<file path="config.mk">
export PLATFORM = sky130hd
export DESIGN_NAME = rr_queue_arbiter
export DESIGN_NICKNAME = d
export VERILOG_FILES = /design/src/rtl/rr_queue_arbiter_pkg.sv /design/src/rtl/rr_arb_core.sv /design/src/rtl/rr_queue_arbiter.sv
export SDC_FILE = /design/constraint.sdc
export NUM_CORES = 1
export LEC_CHECK = 0
export ABC_AREA = 1
export BUFFER_PORTS_ARGS = -buffer_cell sky130_fd_sc_hd__clkbuf_2
export CORE_ASPECT_RATIO = 0.75
export CORE_UTILIZATION = 35
export CTS_CLUSTER_DIAMETER = 60
export CTS_CLUSTER_SIZE = 20
export DETAILED_ROUTE_END_ITERATION = 10
export MAX_ROUTING_LAYER = met4
export PLACE_DENSITY = 0.62
export SYNTH_ARGS = -nofsm -noshare
export SYNTH_HDL_FRONTEND = slang
export SYNTH_SLANG_ARGS = --single-unit
export TNS_END_PERCENT = 5
</file>
<file path="constraint.sdc">
create_clock -name clk -period 3.41 [get_ports clk]
set_input_delay 0.5115 -clock clk [delete_from_list [all_inputs] [get_ports clk]]
set_output_delay 0.5115 -clock clk [all_outputs]
set_load 0.01 [all_outputs]
</file>
<file path="src/rtl/rr_queue_arbiter_pkg.sv">
// Shared helpers for the round-robin queue arbiter: source-tag width and entry packing.
package rr_queue_arbiter_pkg;

    // Tag width for n requesters; never narrower than one bit.
    function automatic int src_nbits(input int n);
        return (n <= 2) ? 1 : $clog2(n);
    endfunction

    function automatic int entry_nbits(input int src_w, input int msg_w);
        return src_w + msg_w;
    endfunction

endpackage

</file>
<file path="src/rtl/rr_arb_core.sv">
// Combinational round-robin priority search starting at ptr, wrapping modulo NUM_REQS.
module rr_arb_core #(
    parameter int NUM_REQS = 4,
    parameter int SRC_W    = 2
) (
    input  logic [NUM_REQS-1:0] req_val,
    input  logic [SRC_W-1:0]    ptr,
    input  logic                en,
    output logic [NUM_REQS-1:0] grant,
    output logic [SRC_W-1:0]    idx
);

    int   cand;
    logic found;

    always_comb begin
        grant = '0;
        idx   = '0;
        cand  = 0;
        found = 1'b0;
        for (int k = 0; k < NUM_REQS; k++) begin
            // Explicit wrap so non-power-of-two requester counts work.
            cand = int'(ptr) + k;
            if (cand >= NUM_REQS) cand = cand - NUM_REQS;
            if (!found && en && req_val[cand]) begin
                found       = 1'b1;
                grant[cand] = 1'b1;
                idx         = SRC_W'(cand);
            end
        end
    end

endmodule

</file>
<file path="src/rtl/rr_queue_arbiter.sv">
// Round-robin arbiter feeding a two-entry normal queue; tags each message with its source.
module rr_queue_arbiter
    import rr_queue_arbiter_pkg::*;
#(
    parameter int  p_num_reqs  = 4,
    parameter int  p_msg_nbits = 32,
    localparam int c_src_nbits = src_nbits(p_num_reqs)
) (
    input  logic                              clk,
    input  logic                              reset,
    input  logic [p_num_reqs-1:0]             req_val,
    output logic [p_num_reqs-1:0]             req_rdy,
    input  logic [p_num_reqs*p_msg_nbits-1:0] req_msg,
    output logic                              deq_val,
    input  logic                              deq_rdy,
    output logic [p_msg_nbits-1:0]            deq_msg,
    output logic [c_src_nbits-1:0]            deq_src
);

    typedef struct packed {
        logic [c_src_nbits-1:0] src;
        logic [p_msg_nbits-1:0] msg;
    } entry_t;

    entry_t                  q [2];
    logic [1:0]              full;
    logic                    head;
    logic [c_src_nbits-1:0]  ptr;

    logic                    enq_rdy;
    logic                    enq;
    logic                    deq;
    logic                    tail;
    logic [p_num_reqs-1:0]   grant;
    logic [c_src_nbits-1:0]  grant_idx;
    logic [p_msg_nbits-1:0]  msg_sel;

    assign enq_rdy = ~full[0] | ~full[1];

    // Gating the search with reset keeps req_rdy low while reset is held.
    rr_arb_core #(
        .NUM_REQS (p_num_reqs),
        .SRC_W    (c_src_nbits)
    ) u_arb (
        .req_val (req_val),
        .ptr     (ptr),
        .en      (enq_rdy & reset),
        .grant   (grant),
        .idx     (grant_idx)
    );

    assign req_rdy = grant;
    assign enq     = |grant;
    assign msg_sel = req_msg[int'(grant_idx)*p_msg_nbits +: p_msg_nbits];

    assign deq_val = full[head];
    assign deq     = deq_val & deq_rdy;
    assign deq_msg = q[head].msg;
    assign deq_src = q[head].src;

    // With one entry it always sits at head, so the free slot is the other one.
    assign tail = full[head] ? ~head : head;

    always_ff @(posedge clk or negedge reset) begin
        if (!reset) begin
            ptr  <= '0;
            full <= '0;
            head <= 1'b0;
            q[0] <= '0;
            q[1] <= '0;
        end else begin
            if (enq) begin
                q[tail]    <= '{src: grant_idx, msg: msg_sel};
                full[tail] <= 1'b1;
                ptr        <= (grant_idx == c_src_nbits'(p_num_reqs-1)) ? '0 : grant_idx + 1'b1;
            end
            if (deq) begin
                full[head] <= 1'b0;
                head       <= ~head;
            end
        end
    end

endmodule

</file>
==> results.py <==
metrics = {
    "status": {
        "status": "completed",
    },
    "critical_path": {
        "arrival_ps": 3330,
        "crit_chain": "inv_2 > ha_1 > inv_1 > nand3_2 > nand2_1 > nand3_2 > nor2_4 > nor2_1 > nand2_2 > nand2_2 > buf_12 > nand2_1 > nand3_1 > nand2_1 > nand2_1 > nand2_1",
        "critPathLaunchType": "flop",
        "required_ps": 3680,
        "cpPeakStageDelay_ps": 500,
        "cp_max_fo": 51,
        "crit_path_end_kind": "flop",
        "worstSetupPathType": "flop to flop",
        "cp_common_cell": "nand2_1",
        "worst-path-buf-inv": 3,
        "crit_family": "simple AND/OR/NAND/NOR gates",
        "cpMaxStageDelayCell": "dfrtp_1",
    },
    "synth": {
        "yosysSeqAreaShare": 0.333,
        "synth_xor_xnor_area_share": 0,
        "syn_nets": 1054,
        "synth.area.top_cells": "dfrtp_1 (33%), nand2_1 (30%), nand3_1 (13%), inv_1 (9.7%), buf_4 (2.7%)",
        "synthSimpleGateAreaFrac": 0.479,
        "yosysUniqueCellTypes": 28,
        "yosysWarnings": 0,
        "ys_ff_latch": 73,
        "syn_avg_cell_area_um2": 6.02,
        "synth-compound-area-share": 0.0160,
        "synth_top_area_share": 0.333,
        "synthCells": 910,
        "synth_mux_area_frac": 0,
        "synth_top_family_by_area": "simple AND/OR/NAND/NOR gates",
        "synthAdderAreaFrac": 0.0205,
        "synthesis.area_um2": 5480,
        "yosys.area.top_type": "dfrtp_1",
    },
    "flow_run": {
        "maxCapViolations": 0,
    },
    "routing": {
        "drtIter0Drc": 535,
        "firstDrtPassIters": 5,
        "wire_per_inst_um": 14.1,
        "drc": 0,
        "vias": 5920,
        "drt_wl_total_um": 17900,
        "viasPerCell": 4.65,
        "ant_nets": 0,
    },
    "floorplan": {
        "die_width_um": 146,
        "die_h_um": 110,
        "core_area_um2": 15300,
        "start_util": 0.359,
        "num_rows": 39,
        "io-pin-count": 174,
        "die-area_um2": 16200,
    },
    "grt": {
        "grt_use_total": 0.233,
        "grt_pass1_vias": 5333,
        "antenna_found_initial": 0,
        "grt_max_degree": 74,
        "grt_pass1_wl_um": 27900,
        "overflow": 0,
    },
    "clock_tree": {
        "cts-htree-levels": 3,
        "clk-insertion-delay-late_ps": 340,
        "postCtsSetupBuffers": 0,
        "clk_pin_slew_worst_paths_ps": 60,
        "cts_root_buffer": "clkbuf_16",
        "cts_buffer_depth": 2,
        "numCtsBuffers": 9,
        "cts_resized": 0,
        "clock-sinks": 73,
        "cts_tree": "yes",
        "postCtsHoldBufs": 0,
    },
    "placement": {
        "dpl.hpwl_um": 13300,
        "globalplace.congestion": 0.962,
        "io_buffers": 173,
        "placed_cells": 1257,
        "place_area_um2": 6480,
        "post-place-ws_ps": 420,
    },
    "final_layout": {
        "final_area_um2": 6800,
        "drive_gt1_frac": 0.216,
        "final_cell_mix": "nand2_1 (441), clkbuf_2 (172), nand3_1 (144), inv_1 (142), dfrtp_1 (73)",
        "multi_input_area_um2": 2830,
        "nFillCells": 1644,
        "fin_nets": 1207,
        "final_util": 0.445,
        "regArea_um2": 1830,
        "area_growth_pct": 24.1,
        "diodes": 0,
        "final_common_cell": "nand2_1",
        "final_cells": 1273,
    },
    "timing": {
        "min_period_over_period": 0.896,
        "rsz0062_at_grt": "no",
        "hold_violations": 0,
        "relSlewSlack": 0.353,
        "tns_ps": 0,
        "finClkSkew_ps": 8.91,
        "worstMarginPinSlew_ps": 971,
        "max_freq_mhz": 327,
        "fin_crit_ps": 3050,
        "drv_slew": 0,
        "fin_ws_ps": 355,
        "setup-violations-final": 0,
    },
    "power": {
        "power_density_nw_per_um2": 1120,
        "ir_worst_vdd_uv": 501,
        "static-leakage-power_nw": 4.43,
    },
    "worst_hold_path": {
        "hp-class": "input pin to async pin",
    },
}
[sequential cells by signal, summed over array words and instances (netlist names)]
name and flops:
full 2, head 1, ptr 2, q 68
[cell usage after synthesis]
| cell | number |
|---|---|
| a21o_1 | 1 |
| nor2_2 | 4 |
| a21oi_4 | 1 |
| buf_2 | 7 |
| nand3_1 | 144 |
| ha_1 | 9 |
| o21ai_1 | 2 |
| inv_2 | 3 |
| clkinv_1 | 1 |
| nor2_1 | 14 |
| buf_4 | 20 |
| nand2_1 | 443 |
| clkbuf_1 | 10 |
| dfrtp_1 | 73 |
| o21ai_2 | 1 |
| nand4_1 | 3 |
| nand2_4 | 3 |
| a21boi_2 | 1 |
| a21oi_1 | 2 |
| nor2_4 | 1 |
| nand2_2 | 5 |
| o22ai_1 | 1 |
| o21bai_1 | 1 |
| nand3_2 | 7 |
| buf_6 | 3 |
| buf_1 | 6 |
| inv_1 | 142 |
| o21ai_0 | 2 |
[report_power, final]
group	total (mW)	internal, mW	switching, mW
Combinational	5.02	1.55	3.48
Sequential	1.56	1.31	0.241
Clock	1.03	0.660	0.372
[cell families (layout without fill, tap and decap cells)]
family / count (synthesis) / count (layout)
flip-flops: 73 / 73
buffers and inverters: 192 / 350
AND/OR/NAND/NOR: 624 / 624
adder cells (fa/ha/maj): 9 / 9
AO/OA/AOI/OAI: 12 / 12
[layout make-up]
cell class | instances | area share
Multi-Input combinational cell | 645 | 0.416
Timing Repair Buffer | 188 | 0.150
Inverter | 146 | 0.0806
Sequential cell | 73 | 0.269
Tap cell | 205 | 0.0377
Clock inverter | 5 | 0.0116
Clock buffer | 11 | 0.0357
[metrics by stage]
stage / total power [mW] / hold slack [ps]
after global routing: 8.32 / 476
after CTS: 7.62 / 454
final: 7.61 / 417
after floorplan: 5.10 / 216
after detailed placement: 6.57 / 459
after global placement: 6.53 / 459
[per-layer routing]
layer	wire length (um)	share of wire	vias up	GRT usage
met5	0	0	-	-
met4	72	0.0040	0	0.0469
met3	1580	0.088	8	0.0523
met2	6990	0.39	232	0.311
met1	9260	0.52	2646	0.350
li1	-	-	3034	-
[worst paths after layout]
path | startpoint | to | slack (ps) | depth (start not counted)
hold / removal | reset | head | 420 | 2
max in group asynchronous | reset | q[2] | 2360 | 2
setup reg to reg | ptr[0] | q[62] | 360 | 16
min in group clk | deq_rdy | head | 470 | 3
setup / recovery | ptr[0] | q[62] | 360 | 16
hold reg to reg | q[33] | q[33] | 470 | 2
Note: power is estimated with default switching activity, not from simulation.
